**src/rtl/fetch_stage.sv**
```systemverilog
`default_nettype none
// ============================================================================
//  Module   : fetch_stage
//  Brief    : Instruction-fetch stage. Owns the PC, drives the instruction
//             memory and loads the IF/ID pipeline register. Handles stalls,
//             redirects and parking on HLT. Optional FETCH_STATS_EN macro
//             adds saturating fetch/stall/redirect counters.
//  Revision : 1.0 - initial release
// ============================================================================
module fetch_stage #(
    parameter logic [15:0] RESET_PC   = 16'h0000,
    parameter logic [15:0] NOP_INSTR  = 16'h0000,
    parameter logic [3:0]  HLT_OPCODE = 4'hF
) (
    input  logic        clk,
    input  logic        rst,
    input  logic        stall,
    input  logic        redirect_valid,
    input  logic [15:0] redirect_addr,
    output logic [15:0] im_addr,
    output logic        im_rd_en,
    input  logic [15:0] im_instr,
    output logic [15:0] pc,
    output logic [15:0] if_id_instr,
    output logic [15:0] if_id_pc_inc,
    output logic        if_id_valid,
    output logic        fetch_halted
`ifdef FETCH_STATS_EN
    ,
    output logic [15:0] stat_fetch_cnt,
    output logic [15:0] stat_stall_cnt,
    output logic [15:0] stat_redirect_cnt
`endif
);

    typedef enum logic [0:0] {
        ST_RUN    = 1'b0,
        ST_HALTED = 1'b1
    } state_t;

    state_t      state_q, state_d;
    logic [15:0] pc_q, pc_d;
    logic [15:0] instr_q, instr_d;
    logic [15:0] pc_inc_q, pc_inc_d;
    logic        valid_q, valid_d;
    logic [15:0] w_pc_inc;
    logic        w_fetch;

    assign w_pc_inc = pc_q + 16'd1;

    always_comb begin
        state_d  = state_q;
        pc_d     = pc_q;
        instr_d  = instr_q;
        pc_inc_d = pc_inc_q;
        valid_d  = valid_q;
        w_fetch  = 1'b0;
        if (redirect_valid) begin
            pc_d     = redirect_addr;
            instr_d  = NOP_INSTR;
            pc_inc_d = 16'h0000;
            valid_d  = 1'b0;
            state_d  = ST_RUN;
        end else if (stall) begin
            // hold everything
        end else if (state_q == ST_HALTED) begin
            // the HLT was already delivered once; keep feeding bubbles
            instr_d  = NOP_INSTR;
            pc_inc_d = 16'h0000;
            valid_d  = 1'b0;
        end else begin
            w_fetch  = 1'b1;
            instr_d  = im_instr;
            pc_inc_d = w_pc_inc;
            valid_d  = 1'b1;
            if (im_instr[15:12] == HLT_OPCODE) begin
                state_d = ST_HALTED;
            end else begin
                pc_d = w_pc_inc;
            end
        end
    end

    always_ff @(posedge clk) begin
        if (rst) begin
            state_q  <= ST_RUN;
            pc_q     <= RESET_PC;
            instr_q  <= NOP_INSTR;
            pc_inc_q <= 16'h0000;
            valid_q  <= 1'b0;
        end else begin
            state_q  <= state_d;
            pc_q     <= pc_d;
            instr_q  <= instr_d;
            pc_inc_q <= pc_inc_d;
            valid_q  <= valid_d;
        end
    end

    assign pc           = pc_q;
    assign im_addr      = pc_q;
    assign im_rd_en     = (state_q == ST_RUN);
    assign if_id_instr  = instr_q;
    assign if_id_pc_inc = pc_inc_q;
    assign if_id_valid  = valid_q;
    assign fetch_halted = (state_q == ST_HALTED);

`ifdef FETCH_STATS_EN
    logic [15:0] fetch_cnt_q, stall_cnt_q, redir_cnt_q;

    always_ff @(posedge clk) begin
        if (rst) begin
            fetch_cnt_q <= 16'h0000;
            stall_cnt_q <= 16'h0000;
            redir_cnt_q <= 16'h0000;
        end else begin
            if (w_fetch && (fetch_cnt_q != 16'hFFFF)) begin
                fetch_cnt_q <= fetch_cnt_q + 16'd1;
            end
            if (stall && !redirect_valid && (stall_cnt_q != 16'hFFFF)) begin
                stall_cnt_q <= stall_cnt_q + 16'd1;
            end
            if (redirect_valid && (redir_cnt_q != 16'hFFFF)) begin
                redir_cnt_q <= redir_cnt_q + 16'd1;
            end
        end
    end

    assign stat_fetch_cnt    = fetch_cnt_q;
    assign stat_stall_cnt    = stall_cnt_q;
    assign stat_redirect_cnt = redir_cnt_q;
`endif

endmodule
`default_nettype wire

```
**config.mk**
```make
export PLATFORM = sky130hd
export DESIGN_NAME = fetch_stage
export DESIGN_NICKNAME = d
export VERILOG_FILES = /design/src/rtl/fetch_stage.sv
export SDC_FILE = /design/constraint.sdc
export NUM_CORES = 1
export LEC_CHECK = 0
export CELL_PAD_IN_SITES_DETAIL_PLACEMENT = 1
export CELL_PAD_IN_SITES_GLOBAL_PLACEMENT = 1
export CORE_ASPECT_RATIO = 1.2
export CORE_UTILIZATION = 30
export DETAILED_ROUTE_END_ITERATION = 8
export PLACE_DENSITY = 0.77
export SKIP_CTS_REPAIR_TIMING = 1
export SLEW_MARGIN = 40
export SYNTH_ARGS = -nofsm -noshare
export SYNTH_HDL_FRONTEND = slang
export SYNTH_SLANG_ARGS = --single-unit
export TNS_END_PERCENT = 50
```
**constraint.sdc**
```tcl
create_clock -name clk -period 2.15 [get_ports clk]
set_input_delay 0.215 -clock clk [delete_from_list [all_inputs] [get_ports clk]]
set_output_delay 0.215 -clock clk [all_outputs]
set_load 0.1 [all_outputs]
```
==> metrics.md, run 1 <==
| Metric | Value |
|---|---|
| Status | `finished clean` |
| Fillers | `921` |
| Most common cell in the netlist | `dfxtp_1` |
| Final Max Slew Viols | `0` |
| Num CTS Buffers | `5` |
| Max VDD drop | `267 uV` |
| Placed cells | `453` |
| DP Area | `3300 sq um` |
| Final ANT Viol Nets | `0` |
| Register Area | `1040 sq um` |
| Pleak | `0.00134 uW` |
| Total number of vias | `2342` |
| Post-synth net total | `319` |
| Starting DRT DRC Count | `75` |
| PD cells | `701 nW/um^2` |
| First-pass GRT wire length | `12.0 mm` |
| Unique masters post-synth | `39` |
| Post-synthesis async set-or-reset flop share | `0%` |
| Critical path peak fanout | `7` |
| Hold crit path type | `reg2reg` |
| Initial antenna violation count | `0` |
| Initial core utilization | `31.2%` |
| Vias in the first global route | `2433` |
| Post-Syn Area | `2410 sq um` |
| Fin crit share | `93.8%` |
| TritonRoute pass-1 iters | `4` |
| Synth warn | `0` |
| Final wirelength | `7.30 mm` |
| CTS tree | `built` |
| Crit path from | `im_addr[0]` |
| Critical path arrival | `2.23 ns` |
| Area grow syn2layout | `40.9%` |
| Post-synth EDFFs | `0` |
| Setup ws final | `0.134 ns` |
| Syn Inst Count | `282` |
| Die X | `83.8 microns` |
| Hold Crit Start | `if_id_pc_inc[11]` |
| Post-Route Setup TNS | `0 ns` |
| Setup crit start kind | `register` |
| CTS root buffer | `clkbuf_8` |
| RSZ-0062 raised after global routing | `no` |
| Synthesis-stage register bit count | `50` |
| Final Non-Filler Cells | `461` |
| Final Hold Viols | `0` |
| Sequential cell area fraction in the yosys report | `41.6%` |
| R2r startpoint | `im_addr[0]` |
| R2r endpoint | `im_addr[14]` |
| Die Height | `100 microns` |
| Area share of the largest cell type after synthesis | `41.6%` |
| N_diodes | `0` |
| Synth top area cells | `dfxtp_1 (42%), nor2_1 (6.6%), a22oi_1 (6.2%)` |
| Dpl ws | `0.111 ns` |
| Final Setup Violations | `0` |
| CP Capture Point | `im_addr[14]` |
| Die Footprint | `8380 sq um` |
| Multi-input combinational cell area | `1140 sq um` |
| Reg2Reg Depth | `5` |
| Clock Path Buffers | `2` |
| Per-cell routed wire length | `15.8 microns` |
| Final Instance Area | `3390 sq um` |
| H-tree Lvls | `2` |
| Residual DRC | `0` |
| Core box area | `7710 sq um` |
| Max-slew headroom | `71.8%` |
| Flop2flop setup slack | `0.13 ns` |
| Final GP Congestion | `0.795` |
| Max Cap Violations | `0` |
| Total GRT Usage | `17.7%` |
| Synth area leader | `dfxtp_1` |
| Clock sink count | `50` |
| Synth Area per Inst | `8.53 sq um` |
| Utilization after layout | `44.0%` |
| CP Capture Type | `register` |
| Rows | `35` |
| F_max | `496 MHz` |
| Worst Path Required | `2.37 ns` |
| Clk pin slew, worst setup/hold paths | `0.10 ns` |
| GRT overflow | `0` |
| Synth cell count leaders | `dfxtp_1 (50), nor2_1 (42), a22oi_1 (20)` |
| HPWL after DPL | `5.72 mm` |
| Buffers on Ports | `102` |
| Share of post-route cells with drive strength above 1 | `29.8%` |
| Dominant synthesized flop cell | `dfxtp_1` |
| Vias per cell | `5.08` |
| Skew-Pair Late Insertion Delay | `0.30 ns` |
| IO Pins | `103` |
| Clk_skew | `0.00631 ns` |
| Critical Setup Path Class | `reg2reg` |
| Pin count of the biggest net entering global routing | `26` |
| Worst Max-Slew Pin Slew | `0.420 ns` |
| Layout net count | `405` |
| Tmin final | `2.02 ns` |
==> placed cells by master, fill, tap and decap left out, drive strengths merged <==
cell type / count
nand2: 19
nand3: 8
a22oi: 20
and4: 1
nand4: 5
nor2: 42
a31oi: 2
or4: 2
nor3b: 3
a21boi: 1
ha: 1
and3b: 1
a21oi: 6
or3: 3
or2: 2
dfxtp: 50
a211oi: 8
nor4: 7
nand2b: 1
buf: 83
clkinvlp: 1
clkinv: 2
clkbuf: 5
inv: 9
nand3b: 1
o31a: 3
clkdlybuf4s50: 35
or3b: 1
nor3: 5
a311oi: 4
o41ai: 1
mux2i: 1
xor2: 5
xnor2: 17
o21ai: 14
==> worst max-delay path: stages (launching register included) <==
cell and delay, ns:
dfxtp_4 0.40, ha_1 0.28, nand4_4 0.14, or4_4 0.51
or3_1 0.35, a311oi_1 0.24
==> worst min-delay path by stage <==
stage                             to  slack, ns  depth (start not counted)
global route              im_addr[6]       0.50                          3
floorplan             if_id_instr[0]       0.36                          2
global placement    if_id_pc_inc[10]       0.44                          2
finish              if_id_pc_inc[11]       0.47                          2
detailed placement  if_id_pc_inc[14]       0.45                          2
CTS                 if_id_pc_inc[14]       0.47                          2
==> registers in the layout, indices dropped and copies added, names as in the netlist <==
signal        cells
if_id_instr      16
if_id_valid       1
fetch_halted      1
im_addr          16
if_id_pc_inc     16
==> stage by stage <==
step           power, uW  hold WS [ns]
2_1_floorplan       1660         0.359
5_1_grt             2460         0.501
3_5_place_dp        1850         0.448
6_report            2380         0.468
4_1_cts             2390         0.469
3_3_place_gp        1840         0.436
==> layer usage <==
layer	part of all wire [%]	global-route usage, %	routed length, microns
met1	41	20.1	3010
met4	1.8	6.39	129
met3	6.9	4.85	502
met5	0	0	0
met2	50	31.9	3660
==> kinds of logic (layout without fill, tap and decap cells) <==
logic type,Yosys count,count (layout),share of synthesized area [%]
fa+ha+maj,1,1,0.520
xor+xnor,22,22,8.01
buf+inv,48,135,10.9
mux,1,1,0.416
flops,50,50,41.6
compound gates,59,59,16.6
simple gates,101,101,21.9
==> report_power, final <==
part	total [uW]	leakage (uW)	internal, uW	switching (uW)
clock network	553	0.0000416	224	329
logic	793	0.000882	204	589
registers	1030	0.000416	967	63.0
==> cell type report <==
cell class	instances	area share (%)
timing repair buffer	118	28.7
sequential	50	30.7
tap	92	3.40
clock buffer	5	2.03
clock inverter	3	0.480
multi-input combinational	184	33.7
inverter	9	0.997
Note: power is estimated with default switching activity, not from simulation.
==> run 2, diff against run 1 <==
- GPL_ROUTABILITY_DRIVEN: not set -> 0
==> results of run 2 <==
No change in the layout: final DEF, timing and power equal those of run 1.
==> run 3, diff against run 2 <==
--- a/constraint.sdc
+++ b/constraint.sdc
@@ -3,2 +3,2 @@
 set_output_delay 0.215 -clock clk [all_outputs]
-set_load 0.1 [all_outputs]
+set_load 0.01 [all_outputs]
==> run 3 against run 2 <==
Net effect:
- combinational power shrank 45%
- largest power group unchanged
- clock power grew 2%
- highest routed layer unchanged
- worst setup slack gained 0.042 ns
- critical endpoint unchanged
- critical path type unchanged
- global-route usage grew 0.45 points
==> metrics.md, run 3 (synthesized netlist as in run 1, its figures left out) <==
| Metric | Value |
|---|---|
| Status | `finished clean` |
| Clk_skew | `0.00703 ns` |
| Critical Setup Path Class | `reg2reg` |
| Max VDD drop | `308 uV` |
| Die X | `83.8 microns` |
| Final Max Slew Viols | `0` |
| Slowest-stage cell, CP | `or4_4` |
| Fin crit share | `91.8%` |
| Setup crit start kind | `register` |
| Post-Route Setup TNS | `0 ns` |
| Pin count of the biggest net entering global routing | `26` |
| Max-slew headroom | `68.0%` |
| TritonRoute pass-1 iters | `4` |
| Area grow syn2layout | `49.7%` |
| H-tree Lvls | `2` |
| Die Footprint | `8380 sq um` |
| Layout net count | `415` |
| Final ANT Viol Nets | `0` |
| GRT overflow | `0` |
| Core box area | `7710 sq um` |
| Final Non-Filler Cells | `471` |
| Clk pin slew, worst setup/hold paths | `0.09 ns` |
| Initial antenna violation count | `0` |
| Register Area | `1000 sq um` |
| Worst Max-Slew Pin Slew | `0.476 ns` |
| First-pass GRT wire length | `12.4 mm` |
| Critical path arrival | `2.20 ns` |
| CP Capture Type | `register` |
| R2r startpoint | `im_addr[0]` |
| CP Capture Point | `im_addr[14]` |
| Total GRT Usage | `18.2%` |
| Final wirelength | `7.48 mm` |
| Multi-input combinational cell area | `1140 sq um` |
| Per-cell routed wire length | `15.9 microns` |
| Clock sink count | `50` |
| HPWL after DPL | `5.81 mm` |
| Worst Path Required | `2.37 ns` |
| Placed cells | `463` |
| Total number of vias | `2354` |
| Reg2Reg Depth | `5` |
| Share of post-route cells with drive strength above 1 | `10.3%` |
| Final Setup Violations | `0` |
| Max Cap Violations | `0` |
| Final Hold Viols | `0` |
| N_diodes | `0` |
| Num CTS Buffers | `5` |
| Vias per cell | `5.00` |
| CTS tree | `built` |
| R2r endpoint | `im_addr[14]` |
| CTS root buffer | `clkbuf_8` |
| Starting DRT DRC Count | `73` |
| Fillers | `921` |
| CP cell instances | `ha_1 -> nand4_4 -> or4_4 -> or3_1 -> a311oi_1` |
| Buffers on Ports | `102` |
| IO Pins | `103` |
| Pleak | `0.00128 uW` |
| Flop2flop setup slack | `0.18 ns` |
| Most common cell after layout, fill and taps aside | `clkdlybuf4s50_1` |
| Skew-Pair Late Insertion Delay | `0.30 ns` |
| Hold crit path type | `reg2reg` |
| Total chip power | `2010 uW` |
| Rows | `35` |
| Most frequent cells in the layout | `clkdlybuf4s50_1 (102), dfxtp_1 (50), nor2_1 (41), buf_4 (26), a22oi_1 (20)` |
| RSZ-0062 raised after global routing | `no` |
| Initial core utilization | `31.2%` |
| Die Height | `100 microns` |
| Vias in the first global route | `2540` |
| Residual DRC | `0` |
| PD cells | `557 nW/um^2` |
| Tmin final | `1.97 ns` |
| Critical path peak fanout | `4` |
| Biggest cell delay along the critical path | `0.51 ns` |
| F_max | `507 MHz` |
| Crit path from | `im_addr[0]` |
| Clock Path Buffers | `2` |
==> run 3: cell types whose count changed in the layout (fill, tap and decap cells not counted), moves of 7 or more <==
| cell | before | now |
|---|---|---|
| buf_4 | 83 | 26 |
| clkdlybuf4s50_1 | 35 | 102 |
| dfxtp_1 | 35 | 50 |
| dfxtp_2 | 7 | 0 |
| dfxtp_4 | 8 | 0 |
==> run 3: worst min-delay path by stage <==
| stage | start | end | slack (ns) | cells past startpoint |
|---|---|---|---|---|
| floorplan | im_instr[0] | if_id_instr[0] | 0.36 | 2 |
| global placement | if_id_pc_inc[10] | if_id_pc_inc[10] | 0.44 | 2 |
| detailed placement | if_id_pc_inc[10] | if_id_pc_inc[10] | 0.44 | 2 |
| CTS | if_id_pc_inc[10] | if_id_pc_inc[10] | 0.46 | 2 |
| global route | if_id_pc_inc[15] | if_id_pc_inc[15] | 0.50 | 2 |
| finish | if_id_pc_inc[8] | if_id_pc_inc[8] | 0.46 | 2 |
==> run 3: critical path: cells and delay by family, from the launching register on <==
family | cells | cell delay, ns
flops | 1 | 0.35
fa+ha+maj | 1 | 0.29
simple gates | 3 | 1.00
compound gates | 1 | 0.24
==> run 3: where the power goes <==
| part | total [uW] | switching [uW] | internal (uW) |
|---|---|---|---|
| logic | 434 | 191 | 243 |
| clock network | 566 | 305 | 260 |
| registers | 1010 | 41.0 | 966 |
| total | 2010 | 537 | 1470 |
==> run 3: layer usage <==
metal / global-route usage, % / share of wire [%] / vias to the layer above
met2: 33.1 / 51 / 86
li1: - / - / 1148
met4: 5.87 / 1.8 / 0
met1: 20.3 / 41 / 1109
met3: 5.43 / 7.0 / 11
met5: 0 / 0 / -
==> run 3: stage by stage <==
stage / setup WS, ns / area [sq um] / hold slack (ns) / utilization (%)
final: 0.176 / 3600 / 0.462 / 46.7
after floorplan: 0.119 / 2410 / 0.359 / -
after global placement: 0.233 / 3510 / 0.435 / 45.6
after detailed placement: 0.190 / 3510 / 0.443 / 45.6
after global routing: 0.0294 / 3600 / 0.496 / 46.7
after CTS: 0.169 / 3600 / 0.465 / 46.7
==> run 3: layout make-up <==
cell class	count	share of cell area [%]
flip-flops and latches	50	27.8
inverters	9	0.938
multi-input cells	184	31.8
well taps	92	3.20
clock inverters	1	0.139
repair buffers	128	33.8
clock buffers	7	2.40
==> variant: new RTL, settings of run 1 <==
Add a define of `FETCH_STATS_EN`.
--- a/src/rtl/fetch_stage.sv
+++ b/src/rtl/fetch_stage.sv
@@ -9,2 +9,4 @@
 // ============================================================================
+`define FETCH_STATS_EN
+
 module fetch_stage #(
Check against the original RTL (old outputs only; new: stat_fetch_cnt, stat_redirect_cnt and stat_stall_cnt): equivalent (Yosys induction, for registers that start in step).
==> variant against run 1 <==
  * Sequential cell count is 48 higher
  * First-iteration DRC count is 140% higher
  * Largest cell class unchanged
  * Core utilization is 1.9 points lower
  * Wire length is 110% higher
  * Critical path type unchanged
  * Cell area is 93% higher
  * Non-clock buffer count is 54 higher
  * Largest power group unchanged
  * Synthesized area is 99% higher
  * Power is 84% higher
  * Global-route usage is 0.63 points higher
  * Setup slack better by 0.099 ns
==> variant: results <==
set metrics [dict create \
    instances_no_fill 909 \
    globalplace.congestion 0.813 \
    vias 4838 \
    syn_inst 557 \
    grt_pass1_vias 4882 \
    crit_slowest_cell "nor4_1" \
    grt_use_met1 0.208 \
    clk-insertion-delay-late_ns 0.35 \
    yosysWarningCount 0 \
    clock_skew_ns 0.00654 \
    grt_pass1_wl_microns 24600 \
    gr-usage-all-layers 0.184 \
    post_dp_cell_area_sq_mm 0.00627 \
    post_synth_num_cell_types 61 \
    cts_buffers 9 \
    cap_violations 0 \
    met2_wirelength_microns 7670 \
    place_hpwl_microns 11200 \
    cts_root_buf "clkbuf_16" \
    hp-class "in -> reg" \
    cp_max_fo 9 \
    portBuffers 150 \
    met3_usage 0.0301 \
    nets 736 \
    preCtsSetupSlack_ns 0.00836 \
    hp-start "rst" \
    relSlewSlack 0.666 \
    layout-drive-gt1-share 0.317 \
    dp_cells 892 \
    min_period_ns 1.92 \
    syn_nets 597 \
    antenna_found_initial 0 \
    worst_r2r_path_depth 5 \
    r2r-end "im_addr[12]$_SDFFE_PP0P_" \
    netlist_top_cells_count "98 x dfxtp_1, 61 x nor2_1, 32 x a21oi_1, 32 x nand2_1, 27 x nand3_1" \
    cp_data_arrival_time_ns 2.14 \
    hold_end "im_addr[8]$_SDFFE_PP0P_" \
    synth.area.top_cells "dfxtp_1 41%, nor2_1 4.8%, a21oi_1 3.3%" \
    path_delay_family "simple AND/OR/NAND/NOR gates" \
    ys_seq_area_frac 0.410 \
    whs_ns 0.351 \
    ir_worst_vdd_v 0.000298 \
    drt_iter0_drc 178 \
    slowest_delay_ns 0.46 \
    grt_util_met2 0.325 \
    dr_wl_met3_microns 530 \
    status "finished, final reports clean" \
    grt_max_degree 41 \
    m1WireLength_microns 6300 \
    cts.clk_slew.worst_paths_ns 0.07 \
    finalWirelength_microns 15100 \
    h-tree-depth 3 \
    p_leak_nw 2.46 \
]
[variant: changes by cell type after synthesis, moves of 12 or more]
cell / before / now
nand4_1: 3 / 18
a21oi_1: 6 / 32
o21ai_1: 0 / 15
dfxtp_1: 50 / 98
nand2_1: 19 / 32
nor2_1: 42 / 61
or3_1: 3 / 15
nand3_1: 8 / 27
[variant: final cells by class]
cell class | count | area (sq um)
tap | 208 | 260
sequential | 98 | 2040
multi-input combinational | 405 | 2540
inverter | 10 | 37.5
timing repair buffer | 172 | 1400
clock buffer | 10 | 229
clock inverter | 6 | 43.8
fill | 1812 | 9030
[variant: power breakdown]
group | switching (mW) | total [mW] | leakage, nW | internal (mW)
Combinational | 0.676 | 0.908 | 1.51 | 0.232
Sequential | 0.0708 | 1.94 | 0.822 | 1.87
Clock | 0.736 | 1.52 | 0.132 | 0.788
Total | 1.48 | 4.37 | 2.46 | 2.88
[variant: how the worst max path moves through the flow]
stage	startpoint	to	depth (start not counted)
floorplan	im_addr[5]$_SDFFE_PP0P_	im_addr[13]$_SDFFE_PP0P_	5
CTS	stat_stall_cnt[0]$_SDFFE_PP0P_	stat_stall_cnt[1]$_SDFFE_PP0P_	5
detailed placement	stall	stat_fetch_cnt[9]$_SDFFE_PP0P_	7
finish	im_addr[0]$_SDFFE_PP0P_	im_addr[12]$_SDFFE_PP0P_	5
global route	stat_fetch_cnt[0]$_SDFFE_PP0P_	stat_fetch_cnt[9]$_SDFFE_PP0P_	6
global placement	stall	stat_fetch_cnt[5]$_SDFFE_PP0P_	7
[variant: cell families after synthesis]
logic type / synth area share
AND/OR/NAND/NOR: 0.272
AO/OA/AOI/OAI: 0.185
flip-flops: 0.410
buffers and inverters: 0.0593
XOR/XNOR: 0.0457
multiplexers: 0.0183
adder cells (fa/ha/maj): 0.0104
